==> src/rtl/sume_ipif_rr_arbiter.sv <==
// Round-robin arbiter sharing one IPIF register slave among NUM_REQ local requesters.
// Serialises transactions, edge-detects slave acks and times out a silent slave.
module sume_ipif_rr_arbiter #(
    parameter int unsigned NUM_REQ        = 2,
    parameter int unsigned C_ADDR_WIDTH   = 32,
    parameter int unsigned C_DATA_WIDTH   = 32,
    parameter int unsigned TIMEOUT_CYCLES = 256
) (
    input  logic                                Bus2IP_Clk,
    input  logic                                Bus2IP_Reset,
    input  logic [NUM_REQ-1:0]                  Req_CS,
    input  logic [NUM_REQ-1:0]                  Req_RNW,
    input  logic [NUM_REQ*C_ADDR_WIDTH-1:0]     Req_Addr,
    input  logic [NUM_REQ*C_DATA_WIDTH-1:0]     Req_Data,
    input  logic [NUM_REQ*(C_DATA_WIDTH/8)-1:0] Req_BE,
    output logic [C_DATA_WIDTH-1:0]             Req_RdData,
    output logic [NUM_REQ-1:0]                  Req_RdAck,
    output logic [NUM_REQ-1:0]                  Req_WrAck,
    output logic [NUM_REQ-1:0]                  Req_Error,
    output logic [NUM_REQ-1:0]                  Arb_Grant,
    output logic [C_ADDR_WIDTH-1:0]             Bus2IP_Addr,
    output logic                                Bus2IP_CS,
    output logic                                Bus2IP_RNW,
    output logic [C_DATA_WIDTH-1:0]             Bus2IP_Data,
    output logic [C_DATA_WIDTH/8-1:0]           Bus2IP_BE,
    input  logic [C_DATA_WIDTH-1:0]             IP2Bus_Data,
    input  logic                                IP2Bus_RdAck,
    input  logic                                IP2Bus_WrAck,
    input  logic                                IP2Bus_Error
);
    localparam int          NR = NUM_REQ;
    localparam int unsigned AW = C_ADDR_WIDTH;
    localparam int unsigned DW = C_DATA_WIDTH;
    localparam int unsigned BW = C_DATA_WIDTH / 8;
    localparam int unsigned IW = (NUM_REQ > 1) ? $clog2(NUM_REQ) : 1;
    localparam int unsigned TW = (TIMEOUT_CYCLES > 0) ? $clog2(TIMEOUT_CYCLES + 1) : 1;

    typedef enum logic [1:0] {StIdle, StBusy, StResp, StTurn} state_e;

    state_e            state_q, state_d;
    logic [IW-1:0]     ptr_q, ptr_d;
    logic [TW-1:0]     tcnt_q, tcnt_d, tcnt_inc;
    logic              rdack_q, wrack_q;
    logic [NR-1:0]     gnt_q, gnt_d;
    logic [AW-1:0]     b_addr_q, b_addr_d;
    logic              b_cs_q, b_cs_d;
    logic              b_rnw_q, b_rnw_d;
    logic [DW-1:0]     b_data_q, b_data_d;
    logic [BW-1:0]     b_be_q, b_be_d;
    logic [NR-1:0]     req_rdack_q, req_rdack_d;
    logic [NR-1:0]     req_wrack_q, req_wrack_d;
    logic [NR-1:0]     req_err_q, req_err_d;
    logic [DW-1:0]     req_rddata_q, req_rddata_d;

    logic              found, found_hi, found_lo;
    logic [IW-1:0]     win, win_hi, win_lo;
    logic [NR-1:0]     gnt_win;
    logic [AW-1:0]     sel_addr;
    logic              sel_rnw;
    logic [DW-1:0]     sel_data;
    logic [BW-1:0]     sel_be;
    logic              ack_ok, tmo;

    // Search above the pointer first, then wrap to the low indices.
    always_comb begin
        found_hi = 1'b0;
        found_lo = 1'b0;
        win_hi   = '0;
        win_lo   = '0;
        for (int j = 0; j < NR; j++) begin
            if (Req_CS[j]) begin
                if (j > int'(ptr_q)) begin
                    if (!found_hi) begin
                        found_hi = 1'b1;
                        win_hi   = IW'(j);
                    end
                end else if (!found_lo) begin
                    found_lo = 1'b1;
                    win_lo   = IW'(j);
                end
            end
        end
        found = found_hi | found_lo;
        win   = found_hi ? win_hi : win_lo;
    end

    always_comb begin
        gnt_win  = '0;
        sel_addr = '0;
        sel_rnw  = 1'b0;
        sel_data = '0;
        sel_be   = '0;
        for (int j = 0; j < NR; j++) begin
            if (win == IW'(j)) begin
                gnt_win[j] = 1'b1;
                sel_addr   = Req_Addr[j*AW +: AW];
                sel_rnw    = Req_RNW[j];
                sel_data   = Req_Data[j*DW +: DW];
                sel_be     = Req_BE[j*BW +: BW];
            end
        end
    end

    // Only a rising edge in the transaction's direction counts as an ack.
    assign ack_ok   = b_rnw_q ? (IP2Bus_RdAck & ~rdack_q) : (IP2Bus_WrAck & ~wrack_q);
    assign tcnt_inc = tcnt_q + 1'b1;
    assign tmo      = (TIMEOUT_CYCLES != 0) && (tcnt_inc == TW'(TIMEOUT_CYCLES));

    always_ff @(posedge Bus2IP_Clk) begin
        if (Bus2IP_Reset) begin
            state_q <= StIdle;
        end else begin
            state_q <= state_d;
        end
    end

    always_comb begin
        state_d = state_q;
        case (state_q)
            StIdle:  if (found) state_d = StBusy;
            StBusy:  if (ack_ok || tmo) state_d = StResp;
            StResp:  state_d = StTurn;
            StTurn:  state_d = StIdle;
            default: state_d = StIdle;
        endcase
    end

    always_comb begin
        ptr_d        = ptr_q;
        tcnt_d       = tcnt_q;
        gnt_d        = gnt_q;
        b_addr_d     = b_addr_q;
        b_cs_d       = b_cs_q;
        b_rnw_d      = b_rnw_q;
        b_data_d     = b_data_q;
        b_be_d       = b_be_q;
        req_rdack_d  = '0;
        req_wrack_d  = '0;
        req_err_d    = '0;
        req_rddata_d = req_rddata_q;
        case (state_q)
            StIdle: begin
                if (found) begin
                    ptr_d    = win;
                    gnt_d    = gnt_win;
                    tcnt_d   = '0;
                    b_cs_d   = 1'b1;
                    b_addr_d = sel_addr;
                    b_rnw_d  = sel_rnw;
                    b_data_d = sel_rnw ? '0 : sel_data;
                    b_be_d   = sel_rnw ? '0 : sel_be;
                end
            end
            StBusy: begin
                tcnt_d = tcnt_inc;
                if (ack_ok || tmo) begin
                    tcnt_d      = '0;
                    b_cs_d      = 1'b0;
                    b_addr_d    = '0;
                    b_rnw_d     = 1'b0;
                    b_data_d    = '0;
                    b_be_d      = '0;
                    req_rdack_d = b_rnw_q ? gnt_q : '0;
                    req_wrack_d = b_rnw_q ? '0 : gnt_q;
                    if (ack_ok) begin
                        req_err_d = IP2Bus_Error ? gnt_q : '0;
                        if (b_rnw_q) req_rddata_d = IP2Bus_Data;
                    end else begin
                        req_err_d    = gnt_q;
                        req_rddata_d = '0;
                    end
                end
            end
            StResp:  gnt_d = '0;
            default: ;
        endcase
    end

    always_ff @(posedge Bus2IP_Clk) begin
        if (Bus2IP_Reset) begin
            ptr_q        <= IW'(NR - 1);
            tcnt_q       <= '0;
            rdack_q      <= 1'b0;
            wrack_q      <= 1'b0;
            gnt_q        <= '0;
            b_addr_q     <= '0;
            b_cs_q       <= 1'b0;
            b_rnw_q      <= 1'b0;
            b_data_q     <= '0;
            b_be_q       <= '0;
            req_rdack_q  <= '0;
            req_wrack_q  <= '0;
            req_err_q    <= '0;
            req_rddata_q <= '0;
        end else begin
            ptr_q        <= ptr_d;
            tcnt_q       <= tcnt_d;
            rdack_q      <= IP2Bus_RdAck;
            wrack_q      <= IP2Bus_WrAck;
            gnt_q        <= gnt_d;
            b_addr_q     <= b_addr_d;
            b_cs_q       <= b_cs_d;
            b_rnw_q      <= b_rnw_d;
            b_data_q     <= b_data_d;
            b_be_q       <= b_be_d;
            req_rdack_q  <= req_rdack_d;
            req_wrack_q  <= req_wrack_d;
            req_err_q    <= req_err_d;
            req_rddata_q <= req_rddata_d;
        end
    end

    assign Req_RdData  = req_rddata_q;
    assign Req_RdAck   = req_rdack_q;
    assign Req_WrAck   = req_wrack_q;
    assign Req_Error   = req_err_q;
    assign Arb_Grant   = gnt_q;
    assign Bus2IP_Addr = b_addr_q;
    assign Bus2IP_CS   = b_cs_q;
    assign Bus2IP_RNW  = b_rnw_q;
    assign Bus2IP_Data = b_data_q;
    assign Bus2IP_BE   = b_be_q;

endmodule

==> config.mk <==
export PLATFORM = sky130hd
export DESIGN_NAME = sume_ipif_rr_arbiter
export DESIGN_NICKNAME = d
export VERILOG_FILES = /design/src/rtl/sume_ipif_rr_arbiter.sv
export SDC_FILE = /design/constraint.sdc
export NUM_CORES = 1
export LEC_CHECK = 0
export CAP_MARGIN = 20
export CORE_MARGIN = 4
export CORE_UTILIZATION = 42
export DETAILED_ROUTE_END_ITERATION = 10
export HOLD_SLACK_MARGIN = 0.05
export PLACE_DENSITY = 0.9
export SLEW_MARGIN = 5
export SYNTH_ARGS = -nofsm -noshare
export SYNTH_HDL_FRONTEND = slang
export SYNTH_SLANG_ARGS = --single-unit
==> constraint.sdc <==
create_clock -name Bus2IP_Clk -period 3.2 [get_ports Bus2IP_Clk]
set_input_delay 0.48 -clock Bus2IP_Clk [delete_from_list [all_inputs] [get_ports Bus2IP_Clk]]
set_output_delay 0.48 -clock Bus2IP_Clk [all_outputs]
set_load 0.005 [all_outputs]
==> results of run 1 <==
==> registers in the layout, indices dropped and copies added (netlist names) <==
name and count:
wrack_q 1, rdack_q 1, Req_WrAck 2, Arb_Grant 2, Req_RdAck 2, Bus2IP_RNW 1, Bus2IP_BE 4, Req_Error 2
Bus2IP_Data 32, Bus2IP_CS 1, state_q 2, tcnt_q 9, Bus2IP_Addr 32, ptr_q 1, Req_RdData 32
==> power by group through the flow <==
stage                     registers (mW)  logic (mW)  clock network (mW)
after floorplan                     2.12       0.973                   0
after CTS                           2.12        2.04                1.88
after global placement              2.12        1.96                   0
final                               2.12        2.03                1.85
after global routing                2.16        2.17                1.95
after detailed placement            2.13        2.02                   0
==> critical path, delay by kind of cell, from the launching register on <==
kind,cells,cell delay (ns)
buf+inv,1,0.10
flops,1,0.33
fa+ha+maj,1,0.32
simple gates,3,1.16
compound gates,2,0.34
==> layer usage <==
metal | track usage, % | share of wire (%) | vias up
met5 | 0 | 0 | -
met4 | 8.43 | 2.0 | 0
met3 | 8.28 | 7.8 | 30
met2 | 44.0 | 53 | 193
met1 | 25.3 | 37 | 2341
li1 | - | - | 2347
==> metrics by stage <==
stage	util [%]	instance area [um2]	hold slack, ns	power [mW]	setup slack [ns]
after CTS	72.5	8820	0.464	6.03	0.796
after global placement	67.7	8240	0.444	4.08	0.603
after detailed placement	67.7	8240	0.446	4.14	0.522
after global routing	72.7	8840	0.479	6.27	0.632
after floorplan	-	5300	0.449	3.09	1.12
final	72.7	8840	0.461	6.00	0.795
==> layout make-up <==
class	instances	share of cell area, %
Sequential cell	124	28.1
Clock inverter	6	0.651
Multi-Input combinational cell	329	29.4
Inverter	5	0.212
Tap cell	168	2.38
Timing Repair Buffer	292	33.3
Clock buffer	25	5.95
==> logic make-up (layout without fill, tap and decap cells) <==
group,after synthesis,in the layout
compound gates,128,128
xor+xnor,4,4
simple gates,123,123
mux,69,69
flops,124,124
fa+ha+maj,5,5
buf+inv,43,328
==> cell usage in the layout (no fill, tap or decap), types with 3 or more instances in the layout <==
cell / synthesis / final
dfxtp_1: 124 / 124
o211ai_1: 3 / 3
xnor2_1: 3 / 3
clkbuf_8: 0 / 7
nand2_1: 37 / 37
nand4_1: 3 / 3
nor2b_1: 6 / 6
o2bb2ai_1: 38 / 38
o21ai_0: 35 / 35
o2bb2ai_2: 30 / 30
mux2i_1: 69 / 69
clkbuf_16: 0 / 17
a21oi_1: 7 / 7
inv_1: 5 / 5
clkdlybuf4s50_1: 0 / 286
ha_1: 5 / 5
nor4_1: 3 / 3
nand3_1: 6 / 6
clkinv_2: 0 / 4
a31oi_1: 3 / 3
nor3_1: 3 / 3
nand2b_1: 34 / 34
buf_4: 0 / 3
nor2_1: 15 / 15
==> final timing paths <==
path | start | end | slack [ns]
worst max-delay path | state_q[0] | Bus2IP_Data[2] | 0.80
worst min-delay path | Bus2IP_Data[7] | Bus2IP_Data[7] | 0.46
worst max register to register | state_q[0] | Bus2IP_Data[2] | 0.80
worst min register to register | Bus2IP_Data[7] | Bus2IP_Data[7] | 0.46
==> flow_summary.yaml, run 1 <==
timing:
  period_share_pct: 75.1
  slew_viol_final: 0
  final_hold_viol_count: 0
  tightest_slew_ns: 0.653
  min_period_ns: 2.40
  relSlewSlack_pct: 56.3
  setup-violations-final: 0
  rsz0062_at_grt: "false"
  max_freq_ghz: 0.416
  clock_skew_ns: 0.00760
  setup_tns_ns: 0
final_layout:
  ff_latch_area_um2: 2480
  areaGrowthSynthToFinish_pct: 66.7
  drive_above_1_share_pct: 9.48
  antenna_cells: 0
  finalNonFillerCells: 949
  final_nets: 951
  multiInputGateArea_um2: 2600
  n_fill_cell: 834
pwr:
  internal_power_mw: 4.18
  p_clk_share_pct: 30.8
  power_switching_mw: 1.82
  vdd_drop_max_mv: 0.453
  p_seq_share_pct: 35.3
  combPwrFrac_pct: 33.8
  p_leak_nw: 3.20
  swShare_pct: 30.3
  power_density_nw_per_um2: 679
clock_network:
  cts_sinks: 124
  clock_path_buffers: 2
  clk_pin_slew_worst_paths_ns: 0.06
  cts_root_buf: "clkbuf_16"
  post_cts_buffers: 0
  cts_tree: "built"
  clock_latency_ns: 0.41
  holdBufCountCts: 0
  numCtsBuffers: 17
  cts_resized: 0
  htree_levels: 4
critical_path:
  cpPeakStageDelay_ns: 0.51
  worstRegToRegCells: 7
  crit_type: "register to register"
  required_ns: 3.47
  crit_fanout: 36
  worst_setup_path_start_kind: "register"
  cp_cell_sequence: "inv_1 > ha_1 > or3b_1 > o21ai_2 > or3_1 > nand2b_4 > o2bb2ai_1"
  slowest_stage: "nand2b_4"
  arrival_ns: 2.68
  end_kind: "register"
synth:
  synthMuxAreaShare_pct: 13.0
  synth-compound-area-share_pct: 21.4
  ys_seq_area_share_pct: 46.8
  synth_cells: 496
  ys_ff_latch: 124
  synth-simple-area-share_pct: 12.5
  synth_commonest_cells: "dfxtp_1, mux2i_1, o2bb2ai_1"
  asyncSetResetFlopFracSynth_pct: 0
  post-synth-top-area-fraction_pct: 46.8
  synth_area_leader_cell: "dfxtp_1"
  ys_warn_count: 0
  synth.most_common_cell: "dfxtp_1"
  synth.area.top_cells: "dfxtp_1, mux2i_1, o2bb2ai_2"
  synth-main-ff-cell: "dfxtp_1"
  synth.distinct_cells: 48
  synth_top_family_by_area: "compound AO/OA/AOI/OAI gates"
  synth_edf_count: 0
  synth-xor-area-share_pct: 0.661
  syn-cell-area_um2: 5300
  avgSynthCellArea_um2: 10.7
  synthAdderAreaFrac_pct: 1.18
  syn-num-nets: 678
global_route:
  antenna_found_initial: 0
  grt_overflow_total: 0
  grt_pass1_wl_um: 27300
  grt_usage_pct: 24.0
  grt_pass1_vias: 5221
  grt_max_degree: 70
status:
  status: "finished clean"
routing:
  drtAntennaViolNets: 0
  drt_iter0_markers: 191
  finalWirelength_um: 17700
  wire_per_inst_um: 18.6
  via_per_inst: 5.17
  drc: 0
  vias: 4911
  dr.pass1.iters: 4
worst_hold_path:
  min_path_type: "register to register"
  whs_path_depth: 1
floorplan:
  pin_count: 287
  row_count: 40
  initial_utilization_pct: 43.6
  fp.coreArea_um2: 12200
  dieArea_um2: 14500
  die_h_um: 120
  die_x_um: 120
job:
  maxCapViolCount: 0
placed_design:
  place.detailed.hpwl_um: 13200
  gp_congestion: 0.826
  numPortBuffers: 286
  dp_cells: 917
Note: power is estimated with default switching activity, not from simulation.
==> run 2, diff against run 1 <==
--- a/config.mk
+++ b/config.mk
@@ -7,10 +7,10 @@
 export LEC_CHECK = 0
 export CAP_MARGIN = 20
 export CORE_MARGIN = 4
-export CORE_UTILIZATION = 42
+export CORE_UTILIZATION = 39
 export DETAILED_ROUTE_END_ITERATION = 10
 export HOLD_SLACK_MARGIN = 0.05
-export PLACE_DENSITY = 0.9
+export PLACE_DENSITY = 0.84
 export SLEW_MARGIN = 5
 export SYNTH_ARGS = -nofsm -noshare
 export SYNTH_HDL_FRONTEND = slang
==> constraint.sdc (replaced) <==
create_clock -name Bus2IP_Clk -period 2.3 [get_ports Bus2IP_Clk]
set_input_delay 0.345 -clock Bus2IP_Clk [delete_from_list [all_inputs] [get_ports Bus2IP_Clk]]
set_output_delay 0.345 -clock Bus2IP_Clk [all_outputs]
set_load 0.005 [all_outputs]
==> run 2 against run 1 <==
Net effect: first-iteration DRC count up 15%; combinational power grew 44%; count of clock-buffer cells in the layout is 4 lower; power rose by 43%; routed wire length decreased by 2.3%; maximum frequency up 13%; critical endpoint is now Req_RdData[20]; largest cell class unchanged.
==> flow_summary.yaml, run 2 (synthesis results as in run 1) <==
clock_network:
  cts_resized: 0
  clock_latency_ns: 0.40
  post_cts_buffers: 0
  htree_levels: 4
  holdBufCountCts: 0
  cts_sinks: 124
  cts_root_buf: "clkbuf_16"
  clock_path_buffers: 2
  cts_tree: "built"
  numCtsBuffers: 17
  clk_pin_slew_worst_paths_ns: 0.06
status:
  status: "finished clean"
placed_design:
  place.detailed.hpwl_um: 13300
  postPlaceCellArea_um2: 8420
  dp_cells: 940
  pre_cts_ws_ns: 0.0222
  numPortBuffers: 286
  gp_congestion: 0.890
critical_path:
  worst_setup_path_start_kind: "register"
  critPathLaunch: "tcnt_q[0]"
  cp_cell_sequence: "ha_1 > nand3_1 > or4_4 > nand2_1 > o221a_2 > buf_12 > o21ai_0"
  r2r_start: "tcnt_q[0]"
  worstRegToRegCells: 7
  crit_fanout: 32
  arrival_ns: 2.41
  r2r-end: "Req_RdData[20]"
  crit_type: "register to register"
  required_ns: 2.57
  end_kind: "register"
  r2r_setup_slack_ns: 0.16
  slowest_stage: "or4_4"
  cpPeakStageDelay_ns: 0.54
final_layout:
  ff_latch_area_um2: 2480
  n_fill_cell: 977
  antenna_cells: 0
  drive_above_1_share_pct: 10.9
  areaGrowthSynthToFinish_pct: 70.1
  final_common_cell: "clkdlybuf4s50_1"
  finalNonFillerCells: 972
  final_area_um2: 9020
  multiInputGateArea_um2: 2600
  final_nets: 965
  final_cell_mix: "clkdlybuf4s50_1, dfxtp_1, mux2i_1"
  utilization_pct: 67.8
timing:
  setup_tns_ns: 0
  finalHoldWorstSlack_ns: 0.465
  rsz0062_at_grt: "false"
  min_period_ns: 2.14
  period_share_pct: 92.9
  final_hold_viol_count: 0
  slew_viol_final: 0
  relSlewSlack_pct: 73.2
  max_freq_ghz: 0.468
  worst_slack_ns: 0.164
  clock_skew_ns: 0.00754
  tightest_slew_ns: 0.390
  setup-violations-final: 0
worst_hold_path:
  min_path_type: "register to register"
  min_from: "Bus2IP_Addr[20]"
  whs_path_depth: 1
  hold-path-endpoint: "Bus2IP_Addr[20]"
routing:
  wire_per_inst_um: 17.8
  vias: 4862
  dr.pass1.iters: 4
  drtAntennaViolNets: 0
  via_per_inst: 5.00
  finalWirelength_um: 17300
  drc: 0
  drt_iter0_markers: 219
global_route:
  grt_usage_pct: 22.0
  antenna_found_initial: 0
  grt_overflow_total: 0
  grt_max_degree: 43
  grt_pass1_vias: 5343
  grt_pass1_wl_um: 27400
pwr:
  power_density_nw_per_um2: 948
  combPwrFrac_pct: 34.3
  p_total_mw: 8.55
  p_seq_share_pct: 34.5
  vdd_drop_max_mv: 0.578
  power_switching_mw: 2.56
  internal_power_mw: 5.99
  swShare_pct: 30.0
  p_leak_nw: 3.27
  p_clk_share_pct: 31.2
floorplan:
  dieArea_um2: 15500
  die_x_um: 125
  initial_utilization_pct: 39.9
  fp.coreArea_um2: 13300
  pin_count: 287
  die_h_um: 125
  row_count: 42
job:
  maxCapViolCount: 0
## run 2: cell count changes in the layout (fill, tap and decap cells not counted), moves of 2 or more
cell        change
clkbuf_1        +2
clkbuf_8        -6
buf_4          +10
clkinvlp_4      +3
bufinv_16       +2
buf_12          +5
## run 2: worst max-delay path by stage
| stage | to | slack, ns | cells past startpoint |
|---|---|---|---|
| floorplan | Bus2IP_BE[3] | 0.22 | 11 |
| global placement | Bus2IP_Data[5] | 0.14 | 7 |
| detailed placement | Bus2IP_Data[6] | 0.02 | 7 |
| CTS | Req_RdData[20] | 0.18 | 7 |
| global route | Req_RdData[25] | 0.004 | 7 |
| finish | Req_RdData[20] | 0.16 | 7 |
## run 2: critical path, delay by kind of cell (launching register included)
family / cells / cell delay, ns
AOI/OAI and AO/OA: 2 / 0.37
adders and majority gates: 1 / 0.28
buffers and inverters: 1 / 0.17
DFF: 1 / 0.37
and+or+nand+nor: 3 / 0.82
## run 2: layout make-up
| class | instances | share of cell area, % |
|---|---|---|
| Timing Repair Buffer | 306 | 34.4 |
| Multi-Input combinational cell | 329 | 28.9 |
| Sequential cell | 124 | 27.5 |
| Clock buffer | 21 | 4.99 |
| Tap cell | 176 | 2.44 |
| Clock inverter | 11 | 1.60 |
| Inverter | 5 | 0.208 |
## run 2: metal layers
metal / track usage, % / share of wire, % / vias to the layer above / wire, um
li1: - / - / 2382 / -
met1: 23.9 / 39 / 2232 / 6650
met2: 38.9 / 51 / 214 / 8730
met3: 7.80 / 8.1 / 34 / 1390
met4: 8.77 / 2.8 / 0 / 489
met5: 0 / 0 / - / 0
## run 2: power by group through the flow
stage | logic [mW] | registers (mW) | clock network, mW
3_3_place_gp | 2.85 | 2.97 | 0
6_report | 2.93 | 2.95 | 2.67
4_1_cts | 2.96 | 2.95 | 2.72
3_5_place_dp | 2.95 | 2.97 | 0
5_1_grt | 3.16 | 3.01 | 2.82
2_1_floorplan | 1.35 | 2.95 | 0
==> run 3, diff against run 2 <==
--- a/config.mk
+++ b/config.mk
@@ -5,6 +5,7 @@
 export SDC_FILE = /design/constraint.sdc
 export NUM_CORES = 1
 export LEC_CHECK = 0
+export ABC_CLOCK_PERIOD_IN_PS = 1990
 export CAP_MARGIN = 20
 export CORE_MARGIN = 4
 export CORE_UTILIZATION = 39
==> constraint.sdc (replaced) <==
create_clock -name Bus2IP_Clk -period 1.99 [get_ports Bus2IP_Clk]
set_input_delay 0.2985 -clock Bus2IP_Clk [delete_from_list [all_inputs] [get_ports Bus2IP_Clk]]
set_output_delay 0.2985 -clock Bus2IP_Clk [all_outputs]
set_load 0.005 [all_outputs]
==> run 3 against run 2 <==
Net effect: critical path depth unchanged; clock power increased by 10%; maximum frequency increased by 7.8%; sequential power increased by 16%; count of clock-buffer cells in the layout decreased by 3; highest routed layer unchanged.
==> flow_summary.yaml, run 3 (synthesis results as in run 1) <==
status:
  status: "finished clean"
global_route:
  grt_pass1_wl_um: 28600
  antenna_found_initial: 0
  grt_overflow_total: 0
  grt_pass1_vias: 5413
  grt_usage_pct: 23.1
  grt_max_degree: 39
pwr:
  p_clk_share_pct: 28.6
  power_density_nw_per_um2: 1080
  p_seq_share_pct: 33.1
  combPwrFrac_pct: 38.3
  p_leak_nw: 3.52
  vdd_drop_max_mv: 0.715
  power_switching_mw: 3.14
  internal_power_mw: 7.15
  swShare_pct: 30.5
  p_total_mw: 10.3
timing:
  max_freq_ghz: 0.505
  period_share_pct: 99.6
  clock_skew_ns: 0.00928
  slew_viol_final: 0
  final_hold_viol_count: 0
  setup-violations-final: 0
  rsz0062_at_grt: "true"
  relSlewSlack_pct: 74.9
  finalHoldWorstSlack_ns: 0.447
  tightest_slew_ns: 0.375
  min_period_ns: 1.98
clock_network:
  cts_sinks: 124
  htree_levels: 4
  clock_path_buffers: 2
  holdBufCountCts: 0
  clk_pin_slew_worst_paths_ns: 0.06
  clock_latency_ns: 0.41
  cts_tree: "built"
  numCtsBuffers: 17
  cts_root_buf: "clkbuf_16"
floorplan:
  dieArea_um2: 15500
  die_x_um: 125
  pin_count: 287
  row_count: 42
  initial_utilization_pct: 39.9
  fp.coreArea_um2: 13300
  die_h_um: 125
job:
  maxCapViolCount: 0
critical_path:
  critPathTopFamily: "simple AND/OR/NAND/NOR gates"
  cp_cell_sequence: "ha_4 > nand3_2 > or4_4 > a21oi_2 > o221a_4 > clkbuf_16 > o21ai_2"
  cpPeakStageDelay_ns: 0.56
  r2r-end: "Req_RdData[25]"
  crit_end: "Req_RdData[25]"
  slowest_stage: "or4_4"
  arrival_ns: 2.28
  r2r_setup_slack_ns: 0.008
  crit_fanout: 7
  worstRegToRegCells: 7
  crit_type: "register to register"
  critPathLaunch: "tcnt_q[1]"
  worst_setup_path_start_kind: "register"
  worstPathBufferInverterCount: 1
  required_ns: 2.29
  cp_num_cells: 7
  r2r_start: "tcnt_q[1]"
  end_kind: "register"
final_layout:
  final_nets: 994
  final_cell_mix: "clkdlybuf4s50_1, dfxtp_1, mux2i_1"
  antenna_cells: 0
  drive_above_1_share_pct: 18.6
  final_common_cell: "clkdlybuf4s50_1"
  finalNonFillerCells: 999
  areaGrowthSynthToFinish_pct: 79.0
placed_design:
  dp_cells: 962
  numPortBuffers: 286
  gp_congestion: 0.921
  place.detailed.hpwl_um: 14300
routing:
  via_per_inst: 5.09
  drtAntennaViolNets: 0
  drt_iter0_markers: 141
  finalWirelength_um: 19000
  dr.pass1.iters: 4
  drc: 0
  wire_per_inst_um: 19.0
  vias: 5082
worst_hold_path:
  min_path_type: "input port to register"
  whs_path_depth: 3
[run 3: stage by stage]
step                      worst slack (ns)  cell area, um2  util [%]  setup TNS (ns)
after floorplan                    -0.0330            5350         -          -0.991
after global placement             -0.0760            8660      65.2           -3.13
after detailed placement            -0.111            8660      65.2           -5.06
after CTS                         -0.00191            9230      69.4        -0.00191
after global routing               -0.0540            9490      71.4           -1.72
final                              0.00830            9490      71.4               0
[run 3: power groups by stage]
stage	logic (mW)	registers (mW)	clock network [mW]
finish	3.94	3.41	2.94
global route	4.21	3.47	3.11
global placement	3.61	3.42	0
CTS	3.72	3.40	2.98
floorplan	1.62	3.42	0
detailed placement	3.70	3.42	0
[run 3: how the worst min path moves through the flow]
| stage | end | start |
|---|---|---|
| after CTS | Req_RdData[15] | IP2Bus_Data[15] |
| after floorplan | Req_RdData[0] | IP2Bus_Data[0] |
| final | Req_RdData[20] | IP2Bus_Data[20] |
| after global placement | Bus2IP_Addr[25] | Bus2IP_Addr[25] |
| after global routing | Req_RdData[15] | IP2Bus_Data[15] |
| after detailed placement | Bus2IP_Addr[4] | Bus2IP_Addr[4] |
[run 3: per-layer routing]
| layer | up-vias | GRT usage [%] | share of wire, % |
|---|---|---|---|
| li1 | 2447 | - | - |
| met1 | 2389 | 25.0 | 38 |
| met2 | 209 | 41.3 | 52 |
| met3 | 37 | 7.98 | 7.2 |
| met4 | 0 | 8.83 | 2.9 |
| met5 | - | 0 | 0 |
[run 3: worst register-to-register path, stage by stage (launching register included)]
cell and delay [ns]:
dfxtp_4 0.36, ha_4 0.14, nand3_2 0.08, or4_4 0.56, a21oi_2 0.18, o221a_4 0.30, clkbuf_16 0.20, o21ai_2 0.06
[run 3: cell type report]
| cell class | count | area [um2] |
|---|---|---|
| clock buffers | 18 | 439 |
| clock inverters | 12 | 123 |
| fillers | 919 | 3800 |
| inverters | 5 | 18.8 |
| multi-input cells | 329 | 2740 |
| flip-flops and latches | 124 | 2490 |
| well taps | 176 | 220 |
| repair buffers | 335 | 3460 |
[run 3: what timing repair did]
| action | CTS | global route |
|---|---|---|
| endpoints found under the setup margin | 4 | 75 |
| cloned | 0 | 5 |
| endpoints found under the hold margin | 0 | 0 |
| gates resized for setup | 1 | 64 |
| pin swaps | 1 | 25 |
| buffers inserted | 0 | 2 |
